===== src/rtl/dcache_pkg.sv =====
// dcache_pkg: shared state encoding and address-split helpers for the data cache.
// Optional feature macro used by the cache top: DCACHE_STATS_EN (hit/miss counters).
package dcache_pkg;

    // Controller states: serving hits, filling a line, or pushing a store through.
    typedef enum logic [1:0] {
        IDLE   = 2'd0,
        REFILL = 2'd1,
        WRITE  = 2'd2
    } state_t;

    // Every access is a full word, so the low two byte-select bits never take part.
    localparam int BYTE_BITS = 2;

    function automatic int offsetBits(input int lineWords);
        return $clog2(lineWords);
    endfunction

    function automatic int indexBits(input int sets);
        return $clog2(sets);
    endfunction

    function automatic int tagBits(input int addressWidth, input int sets, input int lineWords);
        return addressWidth - BYTE_BITS - $clog2(sets) - $clog2(lineWords);
    endfunction

endpackage


===== src/rtl/dcache_array.sv =====
// dcache_array: tag, valid and data storage for the direct-mapped cache.
// One asynchronous read port, one synchronous write port; valid bits clear on reset.
module dcache_array
    import dcache_pkg::*;
#(
    parameter int DATA_WIDTH = 32,
    parameter int SETS       = 16,
    parameter int LINE_WORDS = 4,
    parameter int TAG_W      = 24
) (
    input  logic                              i_clk,
    input  logic                              i_rst,
    input  logic [indexBits(SETS)-1:0]        i_rIndex,
    input  logic [offsetBits(LINE_WORDS)-1:0] i_rOffset,
    output logic                              o_rValid,
    output logic [TAG_W-1:0]                  o_rTag,
    output logic [DATA_WIDTH-1:0]             o_rWord,
    input  logic                              i_wEn,
    input  logic [indexBits(SETS)-1:0]        i_wIndex,
    input  logic [offsetBits(LINE_WORDS)-1:0] i_wOffset,
    input  logic [DATA_WIDTH-1:0]             i_wData,
    input  logic                              i_wTagEn,
    input  logic [TAG_W-1:0]                  i_wTag,
    input  logic                              i_wValid
);

    logic [DATA_WIDTH-1:0] r_data [SETS][LINE_WORDS];
    logic [TAG_W-1:0]      r_tag  [SETS];
    logic [SETS-1:0]       r_valid;

    // Data words carry no reset; a line is only trusted once its valid bit is set.
    always_ff @(posedge i_clk) begin
        if (i_wEn) begin
            r_data[i_wIndex][i_wOffset] <= i_wData;
        end
    end

    // Tag and valid update together so a line under refill stays invalid until complete.
    always_ff @(posedge i_clk) begin
        if (i_rst) begin
            r_valid <= '0;
        end else if (i_wEn && i_wTagEn) begin
            r_valid[i_wIndex] <= i_wValid;
            r_tag[i_wIndex]   <= i_wTag;
        end
    end

    assign o_rValid = r_valid[i_rIndex];
    assign o_rTag   = r_tag[i_rIndex];
    assign o_rWord  = r_data[i_rIndex][i_rOffset];

endmodule


===== src/rtl/dcache.sv =====
// dcache: direct-mapped, write-through, no-write-allocate data cache for the M stage.
// Define DCACHE_STATS_EN to add saturating hit_count_o / miss_count_o outputs.
module dcache
    import dcache_pkg::*;
#(
    parameter int DATA_WIDTH    = 32,
    parameter int ADDRESS_WIDTH = 32,
    parameter int SETS          = 16,
    parameter int LINE_WORDS    = 4
) (
    input  logic                     clk_i,
    input  logic                     rst_i,
    input  logic                     re_i,
    input  logic                     we_i,
    input  logic [ADDRESS_WIDTH-1:0] addr_i,
    input  logic [DATA_WIDTH-1:0]    data_i,
    output logic [DATA_WIDTH-1:0]    data_o,
    output logic                     stall_o,
    output logic                     mem_req_o,
    output logic                     mem_we_o,
    output logic [ADDRESS_WIDTH-1:0] mem_addr_o,
    output logic [DATA_WIDTH-1:0]    mem_wdata_o,
    input  logic [DATA_WIDTH-1:0]    mem_rdata_i,
    input  logic                     mem_ready_i
`ifdef DCACHE_STATS_EN
    ,
    output logic [31:0]              hit_count_o,
    output logic [31:0]              miss_count_o
`endif
);

    localparam int OFFSET_W = offsetBits(LINE_WORDS);
    localparam int INDEX_W  = indexBits(SETS);
    localparam int TAG_W    = tagBits(ADDRESS_WIDTH, SETS, LINE_WORDS);
    localparam int LOW_W    = BYTE_BITS + OFFSET_W;
    localparam logic [OFFSET_W-1:0] LAST_BEAT = OFFSET_W'(LINE_WORDS - 1);

    state_t                   r_state;
    logic [OFFSET_W-1:0]      r_beat;
    logic                     r_memReq;
    logic                     r_memWe;
    logic [ADDRESS_WIDTH-1:0] r_memAddr;
    logic [DATA_WIDTH-1:0]    r_memWdata;
    logic [INDEX_W-1:0]       r_lineIndex;
    logic [TAG_W-1:0]         r_lineTag;

    logic [OFFSET_W-1:0]      w_offset;
    logic [INDEX_W-1:0]       w_index;
    logic [TAG_W-1:0]         w_tag;
    logic                     w_rValid;
    logic [TAG_W-1:0]         w_rTag;
    logic [DATA_WIDTH-1:0]    w_rWord;
    logic                     w_hit;
    logic                     w_readHit;
    logic                     w_wEn;
    logic [INDEX_W-1:0]       w_wIndex;
    logic [OFFSET_W-1:0]      w_wOffset;
    logic [DATA_WIDTH-1:0]    w_wData;
    logic                     w_wTagEn;
    logic                     w_wValid;
    logic                     w_unusedByteBits;

    assign w_offset         = addr_i[BYTE_BITS +: OFFSET_W];
    assign w_index          = addr_i[LOW_W +: INDEX_W];
    assign w_tag            = addr_i[ADDRESS_WIDTH-1 -: TAG_W];
    assign w_unusedByteBits = ^addr_i[BYTE_BITS-1:0];

    dcache_array #(
        .DATA_WIDTH (DATA_WIDTH),
        .SETS       (SETS),
        .LINE_WORDS (LINE_WORDS),
        .TAG_W      (TAG_W)
    ) u_array (
        .i_clk     (clk_i),
        .i_rst     (rst_i),
        .i_rIndex  (w_index),
        .i_rOffset (w_offset),
        .o_rValid  (w_rValid),
        .o_rTag    (w_rTag),
        .o_rWord   (w_rWord),
        .i_wEn     (w_wEn),
        .i_wIndex  (w_wIndex),
        .i_wOffset (w_wOffset),
        .i_wData   (w_wData),
        .i_wTagEn  (w_wTagEn),
        .i_wTag    (r_lineTag),
        .i_wValid  (w_wValid)
    );

    assign w_hit     = w_rValid && (w_rTag == w_tag);
    assign w_readHit = (r_state == IDLE) && re_i && !we_i && w_hit;
    assign data_o    = w_readHit ? w_rWord : '0;

    assign mem_req_o   = r_memReq;
    assign mem_we_o    = r_memWe;
    assign mem_addr_o  = r_memAddr;
    assign mem_wdata_o = r_memWdata;

    // Pipeline freeze: any store or load miss in IDLE, all of a refill, and a store until accepted.
    always_comb begin
        stall_o = 1'b0;
        case (r_state)
            IDLE:    stall_o = we_i || (re_i && !w_hit);
            REFILL:  stall_o = 1'b1;
            WRITE:   stall_o = !mem_ready_i;
            default: stall_o = 1'b0;
        endcase
    end

    // Array write port: refill beats fill the captured line; an accepted store patches a resident word.
    always_comb begin
        w_wEn     = 1'b0;
        w_wIndex  = w_index;
        w_wOffset = w_offset;
        w_wData   = r_memWdata;
        w_wTagEn  = 1'b0;
        w_wValid  = 1'b0;
        if (!rst_i && (r_state == REFILL) && mem_ready_i) begin
            w_wEn     = 1'b1;
            w_wIndex  = r_lineIndex;
            w_wOffset = r_beat;
            w_wData   = mem_rdata_i;
            w_wTagEn  = 1'b1;
            w_wValid  = (r_beat == LAST_BEAT);
        end else if (!rst_i && (r_state == WRITE) && mem_ready_i && w_hit) begin
            w_wEn = 1'b1;
        end
    end

    // Controller: launches refills and store write-throughs and holds the memory request until accepted.
    always_ff @(posedge clk_i) begin
        if (rst_i) begin
            r_state     <= IDLE;
            r_beat      <= '0;
            r_memReq    <= 1'b0;
            r_memWe     <= 1'b0;
            r_memAddr   <= '0;
            r_memWdata  <= '0;
            r_lineIndex <= '0;
            r_lineTag   <= '0;
        end else begin
            case (r_state)
                IDLE: begin
                    if (we_i) begin
                        r_state    <= WRITE;
                        r_memReq   <= 1'b1;
                        r_memWe    <= 1'b1;
                        r_memAddr  <= {addr_i[ADDRESS_WIDTH-1:BYTE_BITS], {BYTE_BITS{1'b0}}};
                        r_memWdata <= data_i;
                    end else if (re_i && !w_hit) begin
                        r_state     <= REFILL;
                        r_beat      <= '0;
                        r_memReq    <= 1'b1;
                        r_memWe     <= 1'b0;
                        r_memAddr   <= {addr_i[ADDRESS_WIDTH-1:LOW_W], {LOW_W{1'b0}}};
                        r_lineIndex <= w_index;
                        r_lineTag   <= w_tag;
                    end
                end
                REFILL: begin
                    if (mem_ready_i) begin
                        if (r_beat == LAST_BEAT) begin
                            r_state  <= IDLE;
                            r_beat   <= '0;
                            r_memReq <= 1'b0;
                        end else begin
                            r_beat    <= r_beat + 1'b1;
                            r_memAddr <= r_memAddr + ADDRESS_WIDTH'(4);
                        end
                    end
                end
                WRITE: begin
                    if (mem_ready_i) begin
                        r_state  <= IDLE;
                        r_memReq <= 1'b0;
                        r_memWe  <= 1'b0;
                    end
                end
                default: begin
                    r_state  <= IDLE;
                    r_memReq <= 1'b0;
                    r_memWe  <= 1'b0;
                end
            endcase
        end
    end

`ifdef DCACHE_STATS_EN
    state_t      r_prevState;
    logic [31:0] r_hitCount;
    logic [31:0] r_missCount;

    // Saturating counters; the hit that completes a refilled load is not counted as a hit.
    always_ff @(posedge clk_i) begin
        if (rst_i) begin
            r_prevState <= IDLE;
            r_hitCount  <= '0;
            r_missCount <= '0;
        end else begin
            r_prevState <= r_state;
            if (w_readHit && (r_prevState != REFILL) && (r_hitCount != '1)) begin
                r_hitCount <= r_hitCount + 32'd1;
            end
            if ((r_state == IDLE) && !we_i && re_i && !w_hit && (r_missCount != '1)) begin
                r_missCount <= r_missCount + 32'd1;
            end
        end
    end

    assign hit_count_o  = r_hitCount;
    assign miss_count_o = r_missCount;
`endif

endmodule


===== config.mk =====
export PLATFORM = sky130hd
export DESIGN_NAME = dcache
export DESIGN_NICKNAME = d
export VERILOG_FILES = /design/src/rtl/dcache_pkg.sv /design/src/rtl/dcache_array.sv /design/src/rtl/dcache.sv
export SDC_FILE = /design/constraint.sdc
export NUM_CORES = 2
export LEC_CHECK = 0
export BUFFER_PORTS_ARGS = -buffer_cell sky130_fd_sc_hd__clkbuf_2
export CELL_PAD_IN_SITES_DETAIL_PLACEMENT = 0
export CELL_PAD_IN_SITES_GLOBAL_PLACEMENT = 1
export CORE_MARGIN = 3
export CORE_UTILIZATION = 55
export CTS_BUF_LIST = sky130_fd_sc_hd__clkbuf_4 sky130_fd_sc_hd__clkbuf_8 sky130_fd_sc_hd__clkbuf_16
export DETAILED_ROUTE_END_ITERATION = 8
export PLACE_DENSITY_LB_ADDON = 0.2
export SKIP_CTS_REPAIR_TIMING = 1
export SLEW_MARGIN = 20
export SYNTH_ARGS = -nofsm -noshare
export SYNTH_HDL_FRONTEND = slang
export SYNTH_HIERARCHICAL = 1
export SYNTH_SLANG_ARGS = --single-unit

===== constraint.sdc =====
create_clock -name clk_i -period 7.4 [get_ports clk_i]
set_input_delay 1.11 -clock clk_i [delete_from_list [all_inputs] [get_ports clk_i]]
set_output_delay 1.11 -clock clk_i [all_outputs]
set_load 0.005 [all_outputs]

### After elaboration in Yosys (flattened, before gate mapping)

Memories as Yosys holds them, arrays and structs flattened.
Index checks and enable logic that the tools add are counted.
W data, S select, Z words.

| operators by class | value |
|---|---|
| add/subtract/negate cells | 2 |
| order comparisons | 6 |
| eq/ne operators | 11 |
| multiplexer cells | 49 |
| bitwise gates (word level) | 4 |
| reduce and logical (&&, ||, !) cells | 26 |

Operator list:

| operator | number |
|---|---|
| $mux W32 | 9 |
| $mux W128 | 1 |
| $bmux W32 S2 | 1 |
| $demux W32 S2 | 1 |
| $pmux W32 S2 | 1 |
| $add A32 B3 Y32 const B | 1 |
| $eq A24 B24 Y1 | 1 |
| $mux W2 | 10 |
| $mux W1 | 17 |
| $bwmux W16 | 1 |
| $logic_and A1 B1 Y1 | 13 |
| $reduce_and A4 Y1 | 3 |
| $lt A4 B5 Y1 const B | 2 |
| $pmux W1 S3 | 3 |
| $ne A2 B2 Y1 const B | 4 |
| $ge A3 B3 Y1 const B | 2 |
| $not A2 Y3 | 2 |
| $pmux W2 S3 | 1 |
| $reduce_and A3 Y1 | 2 |
| $bmux W1 S4 | 1 |
| $demux W1 S4 | 1 |
| $eq A2 B2 Y1 const B | 2 |
| $ge A4 B1 Y1 const B | 1 |
| $logic_not A1 Y1 | 4 |
| 12 further kinds | 14 |

| storage, ports and cells | value |
|---|---|
| flip-flop bits (word level) | 114 |
| memory bits (writable) | 2432 |
| input port bits | 101 |
| output and inout bits | 99 |
| word-level logic and storage cells | 109 |
| memories kept | 2 |

Memory list:

| name | depth | width | rd ports | clocked after memory_dff | write ports | line | source |
|---|---|---|---|---|---|---|---|
| u_array.r_data | 16 | 128 | 1 | 0 | 1 | dcache_array.sv:27 | `logic [DATA_WIDTH-1:0] r_data [SETS][LINE_WORDS];` |
| u_array.r_tag | 16 | 24 | 1 | 0 | 1 | dcache_array.sv:28 | `logic [TAG_W-1:0] r_tag [SETS];` |

### Depth between registers and ports, before layout

| depth | value |
|---|---|
| word-level depth | 10 |
| gate-level depth with buffers | 18 |
| depth with buffers taken out | 13 |

### Cells and area by module

The synthesis kept the hierarchy.

By module, submodules not included:

| module | times used | cells each | area each (um2) | sequential area each (um2) |
|---|---|---|---|---|
| dcache_array | 1 | 3909 | 93224.4 | 73350.3 |
| dcache | 1 | 680 | 5378.9 | 1921.8 |

### Worst setup path after synthesis

OpenSTA, ideal clock, no wires.

| path | value |
|---|---|
| path kind | input port to flip-flop |
| start point | input port addr_i[4] |
| end point | memory u_array/r_data[15][100] (netlist name), enable pin |
| setup time | 421 ps |
| arrival time | 6237 ps |
| data required time | 6979 ps |
| setup slack | 742 ps |
| cell stages on the path | 15 |
| path buffers | 6 |
| cell sequence | buf_2 buf_6 buf_6 buf_2 mux4_2 mux4_2 xnor2_1 nand4_1 nor4_1 nand4_1 a21oi_1 or3b_2 clkbuf_1 clkbuf_1 nor2_1 |

| between the ends | value |
|---|---|
| cells in the longest elaborated chain, start to end | 8 |
| elaborated cells between the ends (all ways) | 11 |
| classes of those cells | eq/ne (1); mux (7); reduce/logical (2); memory (1) |

RTL lines:

| item | line | source |
|---|---|---|
| start, declared | dcache.sv:15 | `input logic [ADDRESS_WIDTH-1:0] addr_i,` |
| $mem_v2 Z16 W24 | - |  |
| via w_rTag[14] | dcache.sv:51 | `logic [TAG_W-1:0] w_rTag;` |
| $eq A24 B24 Y1 | dcache.sv:90 | `assign w_hit = w_rValid && (w_rTag == w_tag);` |
| $logic_and A1 B1 Y1 | dcache.sv:90 |  |
| $logic_and A1 B1 Y1 | dcache.sv:125 | `end else if (!rst_i && (r_state == WRITE) && mem_ready_i && w_hit) begin` |
| $mux W1 | dcache.sv:125 |  |
| $mux W1 | dcache.sv:118 | `if (!rst_i && (r_state == REFILL) && mem_ready_i) begin` |
| via w_wEn | dcache.sv:55 | `logic w_wEn;` |
| $mux W1 | dcache_array.sv:33 | `if (i_wEn) begin` |
| $mux W128 (implied by the code) | dcache_array.sv:34 | `r_data[i_wIndex][i_wOffset] <= i_wData;` |
| end, declared | dcache_array.sv:27 |  |

The timed path passes the listed nets, and every way through them passes these cells. The select of a mux whose other input is x is not followed.

### Worst setup path after layout

| path | value |
|---|---|
| start point | input port addr_i[4] |
| end point | output port data_o[19] |

| between the ends | value |
|---|---|
| cells in the longest elaborated chain, start to end | 5 |
| elaborated cells between the ends (all ways) | 11 |
| classes of those cells | eq/ne (1); mux (6); reduce/logical (2); memory (2) |

RTL lines:

| item | line | source |
|---|---|---|
| $mem_v2 Z16 W128 | - |  |
| $bmux W32 S2 | dcache_array.sv:50 | `assign o_rWord = r_data[i_rIndex][i_rOffset];` |
| $mux W32 (implied by the code) (2 in a row) | dcache_array.sv:50 |  |
| via w_rWord[19] | dcache.sv:52 | `logic [DATA_WIDTH-1:0] w_rWord;` |
| $mux W32 | dcache.sv:92 | `assign data_o = w_readHit ? w_rWord : '0;` |
| end, declared | dcache.sv:17 | `output logic [DATA_WIDTH-1:0] data_o,` |

The timed path passes the listed nets, and every way through them passes these cells. The select of a mux whose other input is x is not followed.

==> results.toml <==
[worst_hold_path]
min_to = "mem_wdata_o[16]$_SDFFE_PP0P_"
hp-start = "data_i[16]"
hold_depth = 3
worstHoldPathType = "in2reg"

[setup_path]
path_buf_inv = 5
reg2reg_slack_ps = 1930
ff2ff_path_depth = 12
worstPathCellList = "buf_8 > buf_12 > buf_4 > buf_4 > mux4_2 > mux4_2 > o22ai_1 > nor2_1 > and2_1 > clkbuf_2"
max_stage_delay_ps = 640
critPathCaptureType = "output pin"
r2r-start = "u_array/r_tag[0][3]$_DFFE_PP_"
critPathMaxFanout = 52
required_ps = 6290
regToRegEndpoint = "u_array/r_data[2][96]$_DFFE_PP_"
criticalPathCategory = "in2out"
cp.arrival_ps = 5320
critPathLaunchType = "input pin"
critPathSlowestCell = "buf_4"
crit_family = "buffers and inverters"

[synthesis]
syn_area_per_cell_um2 = 21.49
synthTopCellsByArea = "edfxtp_1 (74%), mux4_2 (15%), dfxtp_1 (2.3%)"
synthArstFlopShare = 0
synth_cells = 4589
ys_ff_latch = 2544
netlist_area_mm2 = 0.09860
ys_types = 61
synthFlopType = "edfxtp_1"
yosysSeqAreaShare = 0.7634
synth_edf_count = 2432
yosys.area.top_type = "edfxtp_1"
yosys.area.top_type_share = 0.7406
synth_warnings = 6

[final_layout]
n_fill_cell = 11804
fin_nets = 5113
final_util = 0.6371
multi_input_area_mm2 = 0.02257
synthToLayoutAreaGrowth_pct = 14.42
drive_above_1_share = 0.3166
ff_latch_area_mm2 = 0.07527

[pwr]
internal-power_mw = 24.14
p_sw_mw = 6.357
leakagePower_nw = 35.81
pwr-share-seq = 0.524
clkPwrFrac = 0.426
swShare = 0.2084
comb_power_share = 0.051
powerDensity_mw_per_mm2 = 270.3
ir_drop_mv = 0.2343

[timing]
tns_ps = 0
relSlewSlack = 0.2479
fin_crit_sh = 0.8685
period_needed_ps = 6427
slew_violations = 0
tightest_slew_ps = 1126
rsz0062_at_grt = "false"
setup_violations = 0
hold_viol = 0
timing.fmax_ghz = 0.1556
finalClockSkew_ps = 53.08

[die]
die-width_um = 429.4
die_h_um = 429.4
start_util = 0.5568
num_io_pins = 200
core_mm2 = 0.1771
rows = 154
die-area_mm2 = 0.1844

[clocking]
h-tree-depth = 5
clock_path_buffers = 4
clkSlewWorstSetupHoldPaths_ps = 60
tritoncts = "built"
cts_buffers = 275
cts.sinks = 2544
cts_root_buf = "clkbuf_16"
clk_latency_ps = 930

[route]
antenna_left = 0
drc = 0
dr_total_vias = 49543
vias_per_cell = 6.573
post_drt_wl_per_cell_um = 33.60
routed_wl_um = 253200
dr.first_iter.drc_count = 6503
dr.pass1.iters = 8

[grt]
grt_pass1_vias = 49382
grt_overflow = 0
antenna_found_initial = 8
grt_usage = 0.2762
grtUsageMet2 = 0.4331
gr-usage-met3 = 0.06043
grt_max_degree = 114
grt_pass1_wl_um = 362300
grt_most_used_layer = "met2"
grt.met1_usage = 0.4017

[flow_run]
cap_violations = 0

[placement]
io_buffer_count = 195
gp_congestion = 0.7739
dp_hpwl_um = 139400

[run_status]
outcome = "completed"
[layer usage]
| layer | share of wire | vias up | routed length (um) |
|---|---|---|---|
| met5 | 0.000095 | - | 24 |
| met4 | 0.023 | 4 | 5946 |
| met3 | 0.098 | 353 | 24790 |
| met2 | 0.48 | 2586 | 121400 |
| met1 | 0.40 | 26514 | 101100 |
| li1 | - | 20086 | - |
[cells in the mapped netlist, types with 8 or more instances]
master    number
edfxtp_1    2432
mux4_2       675
nor2_1       213
nand2_1      152
a21oi_1      128
clkbuf_1     113
dfxtp_1      112
o22ai_1       95
mux2i_1       92
buf_2         61
mux2_2        53
o21ai_0       42
and2_1        37
buf_4         37
nand3_1       33
buf_6         29
xnor2_1       27
buf_1         23
o221ai_1      23
nor3_1        19
nand2b_1      18
nor2b_1       17
nand4_1       16
a221oi_1      14
a31oi_1       14
nand3b_1      11
o31ai_1        9
and3_1         8
[flip-flops by register name (all words and copies together) (netlist names)]
name / count
mem_req_o: 1
r_beat: 2
r_lineTag: 24
r_lineIndex: 4
mem_we_o: 1
u_array/r_tag: 384
r_state: 2
u_array/r_data: 2048
mem_wdata_o: 32
u_array/r_valid: 16
mem_addr_o: 30
[area by class of cell]
cell class              instances  area share
diodes                          4  0.00008872
clock buffers                 351     0.06773
clock inverters               109    0.007341
inverters                       4   0.0001331
multi-input cells            1779      0.2001
flip-flops and latches       2544      0.6672
well taps                    2340     0.02595
repair buffers                406     0.03153
[placed cells by master (no fill, tap or decap), types with 8 or more instances in the layout]
| cell | n |
|---|---|
| nor2_1 | 131 |
| and3_1 | 8 |
| clkinv_2 | 37 |
| mux2_2 | 45 |
| xnor2_1 | 27 |
| buf_4 | 136 |
| nand2_1 | 152 |
| nor2b_1 | 16 |
| o22ai_1 | 95 |
| nand3_1 | 32 |
| bufinv_16 | 12 |
| mux4_2 | 675 |
| nand4_1 | 16 |
| clkbuf_2 | 190 |
| buf_12 | 75 |
| a221oi_1 | 14 |
| o21ai_0 | 42 |
| nor3_1 | 18 |
| mux2_4 | 8 |
| nor2_4 | 82 |
| o31ai_1 | 9 |
| mux2i_1 | 92 |
| edfxtp_1 | 2432 |
| dfxtp_1 | 112 |
| clkinv_1 | 49 |
| clkbuf_4 | 62 |
| a21oi_1 | 127 |
| a31oi_1 | 14 |
| nand2b_1 | 17 |
| o221ai_1 | 23 |
| nand3b_1 | 11 |
| and2_1 | 37 |
| clkbuf_16 | 284 |
[through the flow]
stage                     cells  setup slack [ps]  hold slack (ps)  instance area (um^2)  total power [mW]
final                      7537             972.8            432.1                112800             30.50
after global routing       7533             757.4            395.2                112800             31.40
after floorplan            4590             741.7            450.5                 98610             17.22
after global placement     7072             482.5            458.5                104300             17.79
after CTS                  7532             843.7            360.8                112800             30.73
after detailed placement   7072             483.1            467.2                104300             17.82
[worst max-delay path by stage]
stage | from | endpoint | slack [ps] | cells past startpoint
after floorplan | addr_i[4] | u_array/r_data[15][100]$_DFFE_PP_ | 740 | 15
after global placement | addr_i[4] | u_array/r_data[2][119]$_DFFE_PP_ | 480 | 14
after detailed placement | addr_i[4] | u_array/r_data[2][123]$_DFFE_PP_ | 480 | 14
after CTS | addr_i[4] | data_o[19] | 840 | 10
after global routing | addr_i[4] | data_o[19] | 760 | 10
final | addr_i[4] | data_o[19] | 970 | 10
[kinds of logic (layout without fill, tap and decap cells)]
kind of cell / count (synthesis) / count (layout) / share of synthesized area
AND/OR/NAND/NOR: 544 / 544 / 0.02528
buffers and inverters: 267 / 870 / 0.01455
multiplexers: 826 / 826 / 0.1703
adder cells (fa/ha/maj): 2 / 2 / 0.0002537
AO/OA/AOI/OAI: 377 / 377 / 0.02375
XOR/XNOR: 28 / 28 / 0.002487
other: 1 / 6 / 0.00003803
flip-flops: 2544 / 2544 / 0.7634
[power groups by stage]
stage	combinational, mW	clock [mW]	sequential [mW]
floorplan	0.981	0	16.2
global route	1.65	13.8	16.0
global placement	1.53	0	16.3
finish	1.55	13.0	16.0
CTS	1.56	13.2	16.0
detailed placement	1.55	0	16.3
[worst reg2reg max path, stage by stage (launching register included)]
cell and delay, ps:
edfxtp_1 370, mux4_2 480, mux4_2 500, xnor2_1 420
nand4_1 180, nor4_1 950, nand4_1 200, a21oi_1 370
buf_4 220, or3b_2 460, buf_4 290, nor2_4 470
buf_4 290
Power figures use the tool's default switching activity.
